$ cat src/rtl/mmu_l1tlb_refill.sv
// L1 TLB refill write controller: accepts PTW/L2 refills, picks a victim slot and commits one entry write.
// Optional MMU_L1TLB_REFILL_INVALID_FIRST_EN: fill invalid slots before consulting the PLRU replacement unit.
module mmu_l1tlb_refill #(
    parameter int VPN_W  = 20,
    parameter int PPN_W  = 20,
    parameter int ASID_W = 9,
    parameter int FLAG_W = 8
) (
    input  logic                                  clk,
    input  logic                                  rst,
    input  logic                                  i_refill_valid,
    output logic                                  o_refill_ready,
    input  logic [VPN_W-1:0]                      i_refill_vpn,
    input  logic [PPN_W-1:0]                      i_refill_ppn,
    input  logic [ASID_W-1:0]                     i_refill_asid,
    input  logic [FLAG_W-1:0]                     i_refill_flags,
    input  logic                                  i_refill_super,
    input  logic                                  i_flush,
    output logic [1:0]                            o_write_en_2,
    input  logic [4:0]                            i_write_position_5,
    output logic [31:0]                           o_normal_valid_32,
    output logic [3:0]                            o_super_valid_4,
    output logic                                  o_entry_we,
    output logic                                  o_entry_super,
    output logic [4:0]                            o_entry_idx_5,
    output logic [VPN_W+PPN_W+ASID_W+FLAG_W-1:0]  o_entry_data,
    output logic                                  o_refill_done
);

    localparam int DATA_W = VPN_W + PPN_W + ASID_W + FLAG_W;

    typedef enum logic [1:0] {
        IDLE,
        SELECT,
        WRITE
    } state_t;

    state_t             state;
    state_t             state_next;
    logic [DATA_W-1:0]  data_q;
    logic               super_q;
    logic [4:0]         idx_q;
    logic [31:0]        normal_valid;
    logic [3:0]         super_valid;
    logic               accept;
    logic [4:0]         victim;
    logic [1:0]         write_en;

    assign o_refill_ready = (state == IDLE) && !i_flush && !rst;
    assign accept         = i_refill_valid && o_refill_ready;

`ifdef MMU_L1TLB_REFILL_INVALID_FIRST_EN
    logic        normal_free;
    logic [4:0]  normal_free_idx;
    logic        super_free;
    logic [1:0]  super_free_idx;

    // Scan downward so the last hit recorded is the lowest-index invalid slot.
    always_comb begin
        normal_free     = 1'b0;
        normal_free_idx = 5'd0;
        super_free      = 1'b0;
        super_free_idx  = 2'd0;
        for (int i = 31; i >= 0; i--) begin
            if (!normal_valid[i]) begin
                normal_free     = 1'b1;
                normal_free_idx = 5'(i);
            end
        end
        for (int j = 3; j >= 0; j--) begin
            if (!super_valid[j]) begin
                super_free     = 1'b1;
                super_free_idx = 2'(j);
            end
        end
    end
`endif

    always_comb begin
        write_en = super_q ? 2'b10 : 2'b01;
        victim   = super_q ? {3'b000, i_write_position_5[1:0]} : i_write_position_5;
`ifdef MMU_L1TLB_REFILL_INVALID_FIRST_EN
        // The replacement unit is only consulted once the target array is full.
        if (super_q) begin
            if (super_free) begin
                write_en = 2'b00;
                victim   = {3'b000, super_free_idx};
            end
        end else begin
            if (normal_free) begin
                write_en = 2'b00;
                victim   = normal_free_idx;
            end
        end
`endif
    end

    always_comb begin
        state_next    = state;
        o_write_en_2  = 2'b00;
        o_entry_we    = 1'b0;
        o_refill_done = 1'b0;
        case (state)
            IDLE: begin
                if (accept) begin
                    state_next = SELECT;
                end
            end
            SELECT: begin
                o_write_en_2 = write_en;
                state_next   = i_flush ? IDLE : WRITE;
            end
            WRITE: begin
                // A flush in the write cycle drops the commit entirely.
                o_entry_we    = !i_flush;
                o_refill_done = !i_flush;
                state_next    = IDLE;
            end
            default: begin
                state_next = IDLE;
            end
        endcase
    end

    always_ff @(posedge clk or posedge rst) begin
        if (rst) begin
            state <= IDLE;
        end else begin
            state <= state_next;
        end
    end

    always_ff @(posedge clk or posedge rst) begin
        if (rst) begin
            data_q  <= '0;
            super_q <= 1'b0;
            idx_q   <= 5'd0;
        end else begin
            if (accept) begin
                data_q  <= {i_refill_vpn, i_refill_ppn, i_refill_asid, i_refill_flags};
                super_q <= i_refill_super;
            end
            if (state == SELECT) begin
                idx_q <= victim;
            end
        end
    end

    // Flush has priority over a same-cycle valid-bit set.
    always_ff @(posedge clk or posedge rst) begin
        if (rst) begin
            normal_valid <= '0;
            super_valid  <= '0;
        end else if (i_flush) begin
            normal_valid <= '0;
            super_valid  <= '0;
        end else if (state == WRITE) begin
            if (super_q) begin
                super_valid[idx_q[1:0]] <= 1'b1;
            end else begin
                normal_valid[idx_q] <= 1'b1;
            end
        end
    end

    assign o_normal_valid_32 = normal_valid;
    assign o_super_valid_4   = super_valid;
    assign o_entry_super     = super_q;
    assign o_entry_idx_5     = idx_q;
    assign o_entry_data      = data_q;

endmodule

$ cat config.mk
export PLATFORM = sky130hd
export DESIGN_NAME = mmu_l1tlb_refill
export DESIGN_NICKNAME = d
export VERILOG_FILES = /design/src/rtl/mmu_l1tlb_refill.sv
export SDC_FILE = /design/constraint.sdc
export NUM_CORES = 1
export LEC_CHECK = 0
export ABC_AREA = 1
export CAP_MARGIN = 20
export CORE_ASPECT_RATIO = 0.5
export CORE_MARGIN = 8
export CORE_UTILIZATION = 42
export DETAILED_ROUTE_END_ITERATION = 8
export PLACE_DENSITY = 0.8
export SYNTH_ARGS = -nofsm -noshare
export SYNTH_HDL_FRONTEND = slang
export SYNTH_SLANG_ARGS = --single-unit
$ cat constraint.sdc
create_clock -name clk -period 4.05 [get_ports clk]
set_input_delay 0.81 -clock clk [delete_from_list [all_inputs] [get_ports clk]]
set_output_delay 0.81 -clock clk [all_outputs]
set_load 0.02 [all_outputs]
==> results.cfg <==
[critical_path]
timing.rr.start = state[1]
cp_max_fo = 38
cp_top_family = buffers and inverters
r2r-end = o_entry_data[49]
endpoint = o_refill_done
cp.buffers_inverters = 3
r2r_setup_slack_ps = 2300
critPathLaunchType = input pin
slowest_stage = clkdlybuf4s50_1
critical_path.most_common_cell = clkdlybuf4s50_1
startpoint = i_flush
cp.arrival_ps = 2320
path_depth = 4
ff2ff_path_depth = 7
setup.worst_path.end_class = output pin
required_ps = 3240
crit_type = in2out
cp_slowest_stage_delay_ps = 560
crit_chain = clkdlybuf4s50_1, buf_4, nor2_1, clkdlybuf4s50_1

[synth]
synth.distinct_cells = 16
synth.area.top_cells = dfrtp_1, nand2_1, a21oi_1
synth-seq-cells = 101
synth_warnings = 0
syn-num-nets = 518
yosysTopAreaCellShare = 0.638
syn_avg_cell_area_um2 = 8.79
postSynthCellCount = 451
yosys.area.top_type = dfrtp_1
syn-cell-area_um2 = 3960
ys_seq_area_frac = 0.638

[floorplanning]
die_x_um = 153
die_area_um2 = 13000
core_region_area_um2 = 9320
fp-row-count = 25
floorplan.initialDensity = 0.425
ios = 171
die-height_um = 84.7

[sta]
tightestPinTransition_ps = 945
maxSlewHeadroom = 0.369
hold_slack_ps = 478
maxSlewViolCount = 0
min_period_ps = 3130
grt_setup_unrepaired = false
fin_skew_ps = 5.54
tns_ps = 0
hold_viol_final = 0
finalWorstSetupSlack_ps = 922
period_share = 0.772
setup_viol = 0
fmax_mhz = 320

[route]
vias_per_cell = 4.58
vias = 3410
post_drt_wl_per_cell_um = 15.2
wl_um = 11300
remaining_drc_errors = 0
first_pass_iters = 4
first_iter_violations = 162
postRouteAntennaNets = 0

[placement]
dp_slack_ps = 907
dp.cells = 729
dpl_cell_area_um2 = 5750
gp_congestion = 0.778
dp_hpwl_um = 8270
port_buffers = 170

[clock_tree]
cts_buffers = 9
htree_levels = 3
clock_latency_ps = 350
cts_resized = 0
post-cts-setup-buffers = 0
clk_path_buf_depth = 2
cts_tree = built
clockRootBuffer = clkbuf_16
clk_pin_slew_ps = 70
clkSinkCount = 101
cts_hold_buf = 0

[run]
cap_viol_max_count = 0

[grt]
grt_pass1_vias = 3503
grt-ovfl-total = 0
grt_max_degree = 60
track_usage = 0.176
grt_pass1_wl_um = 18200
antenna_found_initial = 0

[status]
status = completed

[finish]
final_cell_mix = nand2_1, clkdlybuf4s50_1, dfrtp_1, inv_1, a21oi_1
fin_cells = 745
postLayoutCoreUtil = 0.648
fin_area_um2 = 6040
layout_commonest_cell = nand2_1
area_growth_pct = 52.4
drive_above_1_share = 0.0449
num_antenna_cells = 0
nets = 686

[hold_path]
hold_class = reg2reg
hold_path_depth = 2

[power]
powerDensity_nw_per_um2 = 453
finalPower_mw = 2.73
p_leak_nw = 2.79
vdd_drop_max_v = 0.000256
==> worst reg2reg max path: cells and delay by family, from the launching register on <==
kind	cells	cell delay, ps
buf+inv	2	760
simple gates	5	520
flops	1	410
==> registers in the layout, indices dropped and copies added (netlist names) <==
name / count
o_entry_data: 57
o_normal_valid_32: 32
o_entry_idx_5: 5
o_super_valid_4: 4
state: 2
o_entry_super: 1
==> synth_stat cells, drive strengths merged <==
| master | count |
|---|---|
| dfrtp | 101 |
| o21ai | 5 |
| nor3 | 7 |
| clkbuf | 3 |
| a21oi | 36 |
| buf | 14 |
| nand3 | 6 |
| nor2 | 19 |
| inv | 45 |
| nand2 | 215 |
==> per-layer routing <==
metal	vias up	track usage	wire length [um]
met5	-	0	0
met4	0	0.0609	239
met3	17	0.0558	551
met2	79	0.324	6040
met1	1615	0.190	4480
li1	1699	-	-
==> worst min path at each step <==
stage,from,end
floorplan,o_entry_data[48],o_entry_data[48]
global placement,o_entry_data[3],o_entry_data[3]
detailed placement,o_entry_data[34],o_entry_data[34]
CTS,o_entry_data[16],o_entry_data[16]
global route,o_entry_data[55],o_entry_data[55]
finish,o_entry_data[9],o_entry_data[9]
==> cell families (layout without fill, tap and decap cells) <==
logic type             count (synthesis)  in the layout  synth area share
flip-flops                           101            101             0.638
AO/OA/AOI/OAI                         41             41            0.0518
buffers and inverters                 62            235            0.0679
AND/OR/NAND/NOR                      247            247             0.242
==> power by group <==
group,switching [mW],internal (mW),leakage [nW]
registers,0.0784,1.13,1.32
logic,0.368,0.320,1.34
clock network,0.407,0.431,0.136
total,0.853,1.88,2.79
==> final cells by class <==
cell class	count	area (um2)
flip-flops and latches	101	2530
well taps	121	151
clock buffers	9	225
clock inverters	7	63.8
multi-input cells	288	1170
inverters	45	171
fillers	769	3280
repair buffers	174	1730
No activity file was read; power rests on OpenSTA's default activity.
